[src/rtl/spi_bus_arbiter.sv]
// spi_bus_arbiter: shares one SPI mode-0 bus between two byte-oriented
// requesters (0: DivMMC SD card path, 1: second SPI device). Round-robin
// grant, chip-select ownership with optional lock, byte shifter and a
// one-cycle acknowledge with the received byte.
// Optional feature: define SPI_ARB_TIMEOUT_EN to force release of a locked
// bus after TIMEOUT owned cycles without an owner request.
module spi_bus_arbiter #(
  parameter int CLKDIV  = 2,
  parameter int TIMEOUT = 4096
) (
  input  logic       clk,
  input  logic       rst,
  input  logic       req0,
  input  logic       req1,
  input  logic       lock0,
  input  logic       lock1,
  input  logic [7:0] tx0,
  input  logic [7:0] tx1,
  output logic       ack0,
  output logic       ack1,
  output logic [7:0] rx,
  output logic       owner,
  output logic       busy,
  output logic       timeout,
  output logic       sclk,
  output logic       mosi,
  input  logic       miso,
  output logic       cs0_n,
  output logic       cs1_n
);

  if (CLKDIV < 1 || TIMEOUT < 1) begin : g_param_check
    $error("spi_bus_arbiter: CLKDIV and TIMEOUT must both be >= 1");
  end

  typedef enum logic [2:0] {IDLE, OWNED, LOAD, SHIFT, DONE} state_t;

  localparam logic [15:0] DIV_LAST = 16'(CLKDIV - 1);

  state_t      state, state_nxt;
  logic        owner_nxt;
  logic        last_served;
  logic [15:0] div_cnt;     // clk cycles within the current sclk half-period
  logic [3:0]  half_cnt;    // sclk half-period index; bit = half_cnt[3:1]
  logic [7:0]  tx_sr;
  logic [7:0]  rx_sr;
  logic        sclk_q;

  logic       half_end, last_half, sample, own_req, lock_raw, own_lock;
  logic       force_release, cs_active;
  logic [7:0] rx_in;

  assign half_end  = (div_cnt == DIV_LAST);
  assign last_half = half_end && (half_cnt == 4'd15);
  assign sample    = (state == SHIFT) && sclk_q && (div_cnt == 16'd0);
  assign rx_in     = {rx_sr[6:0], miso};
  assign own_req   = owner ? req1 : req0;
  assign lock_raw  = owner ? lock1 : lock0;

`ifdef SPI_ARB_TIMEOUT_EN
  localparam int              TO_W    = $clog2(TIMEOUT + 1);
  localparam logic [TO_W-1:0] TO_LAST = TO_W'(TIMEOUT - 1);

  logic [TO_W-1:0] idle_cnt;
  logic [1:0]      lock_blocked;  // lock timed out; re-armed when lockN drops
  logic            timeout_q;

  assign own_lock      = lock_raw & ~lock_blocked[owner];
  assign force_release = (state == OWNED) && !own_req && own_lock && (idle_cnt == TO_LAST);
  assign timeout       = timeout_q;

  // Owned-idle counter, timeout pulse and per-requester lock re-arm.
  always_ff @(posedge clk) begin
    if (rst) begin
      idle_cnt     <= '0;
      lock_blocked <= 2'b00;
      timeout_q    <= 1'b0;
    end else begin
      idle_cnt        <= (state == OWNED) ? idle_cnt + 1'b1 : '0;
      timeout_q       <= force_release;
      lock_blocked[0] <= lock0 & (lock_blocked[0] | (force_release & ~owner));
      lock_blocked[1] <= lock1 & (lock_blocked[1] | (force_release & owner));
    end
  end
`else
  assign own_lock      = lock_raw;
  assign force_release = 1'b0;
  assign timeout       = 1'b0;
`endif

  // Next-state and grant decision.
  always_comb begin
    // NOTE: every output of this block gets a default first so no latch is inferred.
    state_nxt = state;
    owner_nxt = owner;
    case (state)
      IDLE: begin
        if (req0 || req1) begin
          owner_nxt = (req0 && req1) ? ~last_served : req1;
          state_nxt = LOAD;
        end
      end
      LOAD:  state_nxt = SHIFT;
      SHIFT: if (last_half) state_nxt = DONE;
      DONE:  state_nxt = own_lock ? OWNED : IDLE;
      OWNED: begin
        if (own_req)                          state_nxt = LOAD;
        else if (!own_lock || force_release)  state_nxt = IDLE;
      end
      default: state_nxt = IDLE;
    endcase
  end

  // State, owner and round-robin history registers.
  always_ff @(posedge clk) begin
    // NOTE: sequential state uses non-blocking assignments so every flop sees pre-edge values.
    if (rst) begin
      state       <= IDLE;
      owner       <= 1'b0;
      last_served <= 1'b1;
    end else begin
      state <= state_nxt;
      owner <= owner_nxt;
      if (state == DONE) last_served <= owner;
    end
  end

  // Bit timing, shift registers and received-byte capture.
  always_ff @(posedge clk) begin
    if (rst) begin
      div_cnt  <= '0;
      half_cnt <= '0;
      tx_sr    <= '0;
      rx_sr    <= '0;
      rx       <= '0;
      sclk_q   <= 1'b0;
    end else if (state_nxt == LOAD) begin
      tx_sr    <= owner_nxt ? tx1 : tx0;
      div_cnt  <= '0;
      half_cnt <= '0;
      sclk_q   <= 1'b0;
    end else if (state == LOAD || state == SHIFT) begin
      if (half_end) begin
        div_cnt  <= '0;
        half_cnt <= half_cnt + 4'd1;
        sclk_q   <= ~half_cnt[0];
        if (half_cnt[0] && !last_half) tx_sr <= {tx_sr[6:0], 1'b0};
      end else begin
        div_cnt <= div_cnt + 16'd1;
      end
      if (sample) rx_sr <= rx_in;
      // With CLKDIV=1 the last miso sample and the end of the byte share an edge.
      if (state == SHIFT && last_half) rx <= sample ? rx_in : rx_sr;
    end
  end

  assign busy      = (state == LOAD) || (state == SHIFT) || (state == DONE);
  assign cs_active = busy || (state == OWNED);
  assign cs0_n     = ~(cs_active & ~owner);
  assign cs1_n     = ~(cs_active & owner);
  assign ack0      = (state == DONE) & ~owner;
  assign ack1      = (state == DONE) & owner;
  assign sclk      = sclk_q;
  assign mosi      = tx_sr[7];

endmodule

[config.mk]
export PLATFORM = sky130hd
export DESIGN_NAME = spi_bus_arbiter
export DESIGN_NICKNAME = d
export VERILOG_FILES = /design/src/rtl/spi_bus_arbiter.sv
export SDC_FILE = /design/constraint.sdc
export NUM_CORES = 1
export LEC_CHECK = 0
export BUFFER_PORTS_ARGS = -buffer_cell sky130_fd_sc_hd__buf_2
export CORE_ASPECT_RATIO = 1.4
export CORE_MARGIN = 8
export CORE_UTILIZATION = 55
export DETAILED_ROUTE_END_ITERATION = 10
export PLACE_DENSITY = 0.78
export SETUP_SLACK_MARGIN = 0.5
export SYNTH_ARGS = -nofsm -noshare
export SYNTH_HDL_FRONTEND = slang
export SYNTH_SLANG_ARGS = --single-unit
[constraint.sdc]
create_clock -name clk -period 2.54 [get_ports clk]
set_clock_uncertainty 0.2 [all_clocks]
set_input_delay 0.381 -clock clk [delete_from_list [all_inputs] [get_ports clk]]
set_output_delay 0.381 -clock clk [all_outputs]
set_load 0.05 [all_outputs]
# Word level (Yosys, flattened, before mapping)
# Cells that the tools add are included.
# W data, S select, Z words.
word_totals:
  mem_count: 0
  reg_bits: 50
  in_bits: 23
  latch_bits: 0
  wordCells: 67
  ram_bits: 0
  out_inout_bits: 17
  mem_bits_ro: 0
op_classes:
  bitwise_logic: 10
  n_reduce_logical: 21
  mul: 0
  n_eq_ne: 7
  shifts: 0
  n_addsub: 2
  mux: 18
  n_lt_le_gt_ge: 0
  div: 0
op_table:
  columns: ["cell", "count"]
  rows:
  - ["$mux W8", 6]
  - ["$add A16 B1 Y16 const B", 1]
  - ["$eq A16 B1 Y1 const B", 1]
  - ["$logic_not A16 Y1", 1]
  - ["$mux W16", 1]
  - ["$pmux W3 S5", 1]
  - ["$mux W3", 4]
  - ["$eq A3 B2 Y1 const B", 3]
  - ["$logic_and A1 B1 Y1", 6]
  - ["$mux W1", 6]
  - ["$not A1 Y1", 6]
  - ["$reduce_and A3 Y1", 2]
  - ["$reduce_bool A2 Y1", 3]
  - ["$add A4 B1 Y4 const B", 1]
  - ["$and A1 B1 Y1", 4]
  - ["$eq A4 B4 Y1 const B", 1]
  - ["$logic_or A1 B1 Y1", 4]
  - ["$reduce_and A2 Y1", 2]
  - ["$eq A3 B1 Y1 const B", 1]
  - ["$eq A3 B3 Y1 const B", 1]
  - ["$logic_not A3 Y1", 1]
  - ["$reduce_or A2 Y1", 1]
  - ["$logic_not A1 Y1", 1]

# Logic depth before layout (Yosys ltp)
# Gate-level depths: netlist (run 1).
depth:
  ltp_word: 8
  ltp_mapped: 8

# Worst setup path before layout (run 1)
# Ideal clock, no wire load.
synth_timing:
  path_kind: "reg-to-reg"
  start: "register half_cnt[0]"
  end: "register rx[6]"
  period_less_slack_ns: 2.425
  required_time_ns: 2.260
  arrival_time_ns: 2.144
  path_slack_ns: 0.115
  stages_incl_launch_ff: 8
  setup_ns: 0.080
  path_cell_list: "dfxtp_1 > ha_1 > nand4_1 > or2_2 > nor2_1 > buf_2 > nor2_1 > a211oi_2"
synth_between:
  elab_chain_cells: 7
  elab_cells_between_ends: 8
  classes_between: "2 x eq/ne; 2 x mux; 1 x bitwise; 3 x reduce/logical"
synth_rtl:
  columns: ["item", "line", "source"]
  rows:
  - ["from (decl)", "44", "logic [3:0] half_cnt;"]
  - ["from (signal assigned)", "145", "half_cnt <= half_cnt + 4'd1;"]
  - ["$eq A4 B4 Y1 (*)", "54", "assign last_half = half_end && (half_cnt == 4'd15);"]
  - ["$logic_and A1 B1 Y1 (*)", "54", null]
  - ["$mux W3", "104", "SHIFT: if (last_half) state_nxt = DONE;"]
  - ["$pmux W3 S5", "96", "case (state)"]
  - ["$eq A3 B2 Y1", "137", "end else if (state_nxt == LOAD) begin"]
  - ["$not A1 Y1 (no source line)", null, null]
  - ["$reduce_and A3 Y1 (no source line) (*)", null, null]
  - ["to (signal assigned)", "153", "if (state == SHIFT && last_half) rx <= sample ? rx_in : rx_sr;"]
  - ["to (decl)", "21", "output logic [7:0] rx,"]
# Mark *: on every way between the ends. The rest lies on a longest branch, timed or not.
# A chain may end at the register's enable or synchronous reset.

# Worst setup path in the final report (run 1)
layout_timing:
  start: "register div_cnt[3]"
  end: "register div_cnt[15]"
layout_between:
  elab_chain_cells: 6
  elab_cells_between_ends: 8
  classes_between: "1 x add/sub; 2 x eq/ne; 3 x mux; 2 x reduce/logical"
layout_rtl:
  columns: ["item", "line", "source"]
  rows:
  - ["from (decl)", "43", "logic [15:0] div_cnt;"]
  - ["from (signal assigned)", "149", "div_cnt <= div_cnt + 16'd1;"]
  - ["$eq A16 B1 Y1", "53", "assign half_end = (div_cnt == DIV_LAST);"]
  - ["$logic_and A1 B1 Y1", "54", null]
  - ["$mux W3", "104", null]
  - ["$pmux W3 S5", "96", null]
  - ["$eq A3 B2 Y1", "137", null]
  - ["$reduce_or A2 Y1 (no source line)", null, null]
# Parallel ways exist; a longest one is shown, timed or not.

==> flow_summary.ini, run 1 <==
[global_route]
grt_usage_pct = 16.35
grt_max_degree = 30
grt-ovfl-total = 0
grt_pass1_wl_mm = 8.838
grt_antenna_before_repair = 0
grt_pass1_vias = 2090

[clock_network]
insertion_delay_ps = 300
cts_root_buf = clkbuf_8
cts_tree = built
cts.sinks = 49
htreeDepth = 2
cts.clk_slew.worst_paths_ps = 90
numCtsBuffers = 5
ctsLongestPathBuffers = 2

[yosys]
ys_seq_elements = 49
syn_avg_cell_area_um2 = 8.983
yosysWarnings = 0
synth_cells = 262
synthesis.nets = 289
synthArstFlopShare_pct = 0
ys_seq_area_share_pct = 41.68
synth_edf_count = 0
synth.area.top_cells = dfxtp_1 (42%), mux2i_1 (8.5%), nor2_1 (7.0%), a211oi_2 (4.3%), nand2_1 (3.5%)
syn_area_um2 = 2354
synth_top_area_share_pct = 41.68
synth_flop_cell = dfxtp_1
yosys.area.top_type = dfxtp_1
synth_cell_type_count = 40

[placement]
gp_congestion = 0.8070
postPlaceCellArea_um2 = 2587
hpwl_mm = 3.821
port_buffers = 38

[cells_and_area]
drive_gt1_share_pct = 32.12
antennaDiodeCount = 0
final_util_pct = 68.88
nets = 328
area_delta_synth_final_pct = 22.01
postLayoutCellArea_um2 = 2872
fillerInstances = 330
final_cell_mix = nor2_1 (42), dfxtp_1 (42), buf_2 (38)

[route]
vias = 2012
wl_met2_mm = 2.869
wl_mm = 5.438
firstDrtPassIters = 4
drt-vias-per-instance = 5.798
post_drt_wl_per_cell_um = 15.67
drtIter0Drc = 62
wl_met1_mm = 2.134
ant_nets = 0
drc_errors = 0
routed.top_layer = met4
wl_met3_um = 257

[power]
powerDensity_nw_per_um2 = 572.5
power_uw = 1644
leakage_uw = 0.001073
irDropWorstVdd_v = 0.0003143

[floorplan]
start_util_pct = 56.45
die_width_um = 71.29
num_io_pins = 40
die_area_um2 = 6658
fp.dieH_um = 93.40
core_um2 = 4169
rows = 28

[job]
maxCapViolations = 0

[setup_path]
critPathRequiredTime_ps = 2530
crit_path_start_kind = flop
arrival_ps = 1970
cp_max_fo = 6
worstSetupEndpointType = flop
path_class = reg2reg

[sta]
hold_viol_final = 0
period_share_pct = 78.25
min_period_ps = 1987
rsz0062_at_grt = true
setup_viol = 0
maxSlewViolCount = 0
fmax_mhz = 503.1
timing.setup.tns_ps = 0

[status]
outcome = finished clean

[min_path]
hold_path.class = in2reg
==> what timing repair did <==
item / CTS / global route
cloned: 0 / 0
endpoints found under the setup margin: 32 / 44
pin swaps: 1 / 4
setup buffers: 1 / 1
gates resized for setup: 4 / 28
hold buffers: 0 / 0
==> worst max-delay path, stage by stage (launching register included) <==
cell and delay, ps:
dfxtp_1 480, nand4_1 220, or3_1 490, nor3_2 210, mux2i_1 210, nor3_1 70
==> synthesized netlist by cell type, types with 2 or more instances <==
| cell type | count |
|---|---|
| a211oi_2 | 8 |
| a21oi_1 | 7 |
| buf_2 | 3 |
| buf_4 | 2 |
| clkbuf_1 | 8 |
| dfxtp_1 | 49 |
| ha_1 | 4 |
| inv_1 | 4 |
| mux2i_1 | 20 |
| nand2_1 | 22 |
| nand2b_1 | 11 |
| nand3_1 | 8 |
| nand3b_1 | 6 |
| nand4_1 | 8 |
| nor2_1 | 44 |
| nor3_1 | 5 |
| nor4_1 | 5 |
| nor4b_1 | 2 |
| o21ai_0 | 4 |
| o221ai_1 | 7 |
| or2_2 | 2 |
| xnor2_1 | 9 |
| xor2_1 | 7 |
==> power by group <==
| group | internal [uW] | leakage (uW) | switching (uW) |
|---|---|---|---|
| clock | 352 | 0.0000663 | 267 |
| combinational | 84.5 | 0.000606 | 133 |
| sequential | 789 | 0.000400 | 18.9 |
| total | 1230 | 0.00107 | 418 |
==> path summary, 6_finish.rpt <==
kind         cells after the start           to  slack, ps         from
max                              5  div_cnt[15]        550   div_cnt[3]
min                              3     rx_sr[0]        170         miso
max reg2reg                      5  div_cnt[15]        550   div_cnt[3]
min reg2reg                      1  last_served        280  last_served
==> per-layer routing <==
metal	vias to the layer above	GRT usage, %
met1	944	16.09
met2	60	29.59
met5	-	0
met3	17	4.176
met4	0	10.45
li1	991	-
==> final cells by class <==
class | instances | area [um^2] | area share [%]
flip-flops and latches | 49 | 992.2 | 34.55
inverters | 4 | 15.01 | 0.5229
clock buffers | 6 | 93.84 | 3.268
multi-input cells | 195 | 1413 | 49.19
well taps | 45 | 56.30 | 1.961
repair buffers | 46 | 266.5 | 9.281
clock inverters | 2 | 35.03 | 1.220
==> kinds of logic (layout without fill, tap and decap cells) <==
family,count (synthesis),in the layout,share of synthesized area [%]
AND/OR/NAND/NOR,125,125,28.02
flip-flops,49,49,41.68
AO/OA/AOI/OAI,29,29,10.15
multiplexers,20,20,8.506
buffers and inverters,18,58,3.402
XOR/XNOR,16,16,5.955
adder cells (fa/ha/maj),4,4,2.127
other,1,1,0.1593
==> registers in the layout, indices dropped and copies added, names as in the netlist <==
name	cells
state	3
tx_sr	8
rx	8
rx_sr	8
div_cnt	16
half_cnt	4
last_served	1
owner	1
==> stage by stage <==
step	hold WS (ps)	instances	setup slack, ps
floorplan	230.7	262	554.0
global placement	247.7	337	396.0
detailed placement	258.8	337	346.1
CTS	158.9	346	501.9
global route	178.8	347	414.5
finish	169.3	347	552.5
No activity file was read; power rests on OpenSTA's default activity.
==> run 2: changes to the inputs <==
--- a/config.mk
+++ b/config.mk
@@ -5,12 +5,13 @@
 export SDC_FILE = /design/constraint.sdc
 export NUM_CORES = 1
 export LEC_CHECK = 0
+export ABC_AREA = 1
 export BUFFER_PORTS_ARGS = -buffer_cell sky130_fd_sc_hd__buf_2
 export CORE_ASPECT_RATIO = 1.4
 export CORE_MARGIN = 8
-export CORE_UTILIZATION = 55
+export CORE_UTILIZATION = 51
 export DETAILED_ROUTE_END_ITERATION = 10
-export PLACE_DENSITY = 0.78
+export PLACE_DENSITY = 0.76
 export SETUP_SLACK_MARGIN = 0.5
 export SYNTH_ARGS = -nofsm -noshare
 export SYNTH_HDL_FRONTEND = slang
==> constraint.sdc (replaced) <==
create_clock -name clk -period 1.64 [get_ports clk]
set_clock_uncertainty 0.2 [all_clocks]
set_input_delay 0.246 -clock clk [delete_from_list [all_inputs] [get_ports clk]]
set_output_delay 0.246 -clock clk [all_outputs]
set_load 0.05 [all_outputs]
==> run 2 against run 1 <==
The flow now finishes with violations (negative setup slack). Clock power rose by 63%. Synthesized cell count rose by 43%. Via count rose by 56%. Critical path depth rose by 5. Sequential share of layout area fell by 12 points. Register-to-register slack got worse by 740 ps. Non-clock buffer count rose by 53. Largest cell class unchanged.
==> flow_summary.ini, run 2 <==
[setup_path]
critPathRequiredTime_ps = 1640
path_cells = nor2_2 -> nand2_2 -> nor2_4 -> nand2_4 -> inv_4 -> nand2_4 -> nor2_8 -> inv_8 -> nor2_2 -> nor2_1
crit_path_start_kind = flop
crit_family = simple AND/OR/NAND/NOR gates
slowest_stage = dfxtp_2
cp_num_buf_inv = 2
arrival_ps = 1820
path_class = reg2reg
worstSetupEndpointType = flop
cp_max_fo = 8
slowest_delay_ps = 350

[yosys]
yosys.area.top_type = dfxtp_1
synth_flop_cell = dfxtp_1
ys_seq_elements = 49
synthesis.nets = 402
ys_top_cells_by_count = nand2_1 (72), dfxtp_1 (49), inv_1 (48), nor2_1 (45), nand3_1 (43)
syn_avg_cell_area_um2 = 7.073
synth_cell_type_count = 40
syn_area_um2 = 2653
synth_top_area_share_pct = 36.98
yosysWarnings = 0
synthArstFlopShare_pct = 0
synth_edf_count = 0
yosysMostFrequentCell = nand2_1
synth_cells = 375
ys_seq_area_share_pct = 36.98
synth.area.top_cells = dfxtp_1 (37%), nand2_1 (10%), nand3_1 (8.1%), inv_1 (6.8%), nor2_1 (6.4%)

[floorplan]
start_util_pct = 52.20
die_area_um2 = 7797
rows = 31
die_width_um = 76.95
core_um2 = 5081
num_io_pins = 40
fp.dieH_um = 101.3

[cells_and_area]
regMostFlops = div_cnt
final_util_pct = 89.44
postLayoutCellArea_um2 = 4544
final_common_cell = nand2_1
area_delta_synth_final_pct = 71.32
largest_reg_flops = 16
multi_input_area_um2 = 2122
nets = 501
area.sequential_um2 = 1037
fillerInstances = 196
final_cell_mix = nand2_1 (44), inv_1 (39), buf_4 (35)
drive_gt1_share_pct = 59.37
antennaDiodeCount = 0

[global_route]
grt_pass1_vias = 3137
grt_max_degree = 19
grt_pass1_wl_mm = 14.51
grt-ovfl-total = 0
grt_antenna_before_repair = 0
grt_usage_pct = 22.64

[placement]
place_ws_ps = -51.34
postPlaceCellArea_um2 = 3339
hpwl_mm = 4.943
gp_congestion = 0.8328
port_buffers = 38

[clock_network]
insertion_delay_ps = 310
ctsLongestPathBuffers = 2
cts_tree = built
htreeDepth = 2
cts.clk_slew.worst_paths_ps = 100
numCtsBuffers = 5
cts_root_buf = clkbuf_8
cts.sinks = 49

[route]
drc_errors = 0
post_drt_wl_per_cell_um = 20.63
firstDrtPassIters = 5
ant_nets = 0
drt-vias-per-instance = 5.795
wl_mm = 11.16
drtIter0Drc = 270
vias = 3135

[sta]
min_period_ps = 1828
timing.setup.tns_ps = -3213
period_share_pct = 111.5
rsz0062_at_grt = true
setup_viol = 33
fmax_mhz = 547.0
worst_slack_ps = -188.0
hold_viol_final = 0
maxSlewViolCount = 0

[power]
irDropWorstVdd_v = 0.0005754
leakage_uw = 0.001898
powerDensity_nw_per_um2 = 690.4

[status]
outcome = finished, violations left
failed_checks = negative setup slack

[min_path]
hold_path.class = in2reg

[job]
maxCapViolations = 0
run 2: cell types whose count changed in the layout (fill, tap and decap cells not counted), moves of 13 or more:
cell	before	now
inv_1	4	39
buf_4	6	35
buf_6	1	23
dfxtp_1	42	20
nand2_1	22	44
nor2_1	42	20
nor2_4	0	20
nand2_2	0	18
buf_2	38	22
buf_8	0	15
dfxtp_2	6	21
nand3_2	2	17
nand3_1	7	21
nand2_4	0	13
run 2: path summary, 6_finish.rpt:
kind / startpoint / end / slack, ps / cells past startpoint
max reg2reg: div_cnt[9] / rx[0] / -190 / 10
min reg2reg: rx[7] / rx[7] / 300 / 2
min: rst / state[1] / 80 / 3
max: div_cnt[9] / rx[0] / -190 / 10
run 2: worst reg2reg max path, stage by stage (launching register included):
cell     delay [ps]
dfxtp_2         350
nor2_2          120
nand2_2          80
nor2_4          170
nand2_4         130
inv_4            80
nand2_4          80
nor2_8          200
inv_8            90
nor2_2          160
nor2_1           70
run 2: stage by stage:
step                hold slack [ps]  power, uW  instances
detailed placement            267.4       1851        497
finish                        75.96       3137        541
CTS                           64.20       2958        526
global route                  83.62       3230        541
global placement              265.9       1840        497
floorplan                     248.8       1715        375
run 2: kinds of logic (layout without fill, tap and decap cells):
logic type / count (synthesis) / count (layout) / synth area share (%)
flops: 49 / 49 / 36.98
buf+inv: 60 / 159 / 9.386
fa+ha+maj: 4 / 4 / 1.887
xor+xnor: 6 / 6 / 1.981
compound gates: 37 / 37 / 9.010
simple gates: 218 / 219 / 40.61
other cells: 1 / 1 / 0.1414
run 2: layout make-up:
cell class              count  share of cell area, %
clock buffers               6                  2.065
clock inverters             2                 0.8535
inverters                  52                  5.011
multi-input cells         267                  46.70
flip-flops and latches     49                  22.82
well taps                  66                  1.817
repair buffers             99                  20.73
run 2: repair_timing:
action,in CTS,in global routing
resized for setup,161,57
pin swaps,60,44
hold buffers,0,0
endpoints found under the setup margin,65,65
gates cloned,1,1
setup buffers,20,14
run 2: routing by layer:
layer  wire, um  track usage, %  vias to the layer above
li1           -               -                     1404
met2       5781           43.15                      197
met1       4147           23.32                     1489
met4        563           10.55                        0
met3        666           3.996                       45
met5          0               0                        -
run 2: power by group:
group | leakage, uW | internal (uW) | switching (uW)
sequential | 0.000414 | 1230 | 55.3
clock | 0.0000669 | 553 | 452
combinational | 0.00142 | 331 | 518
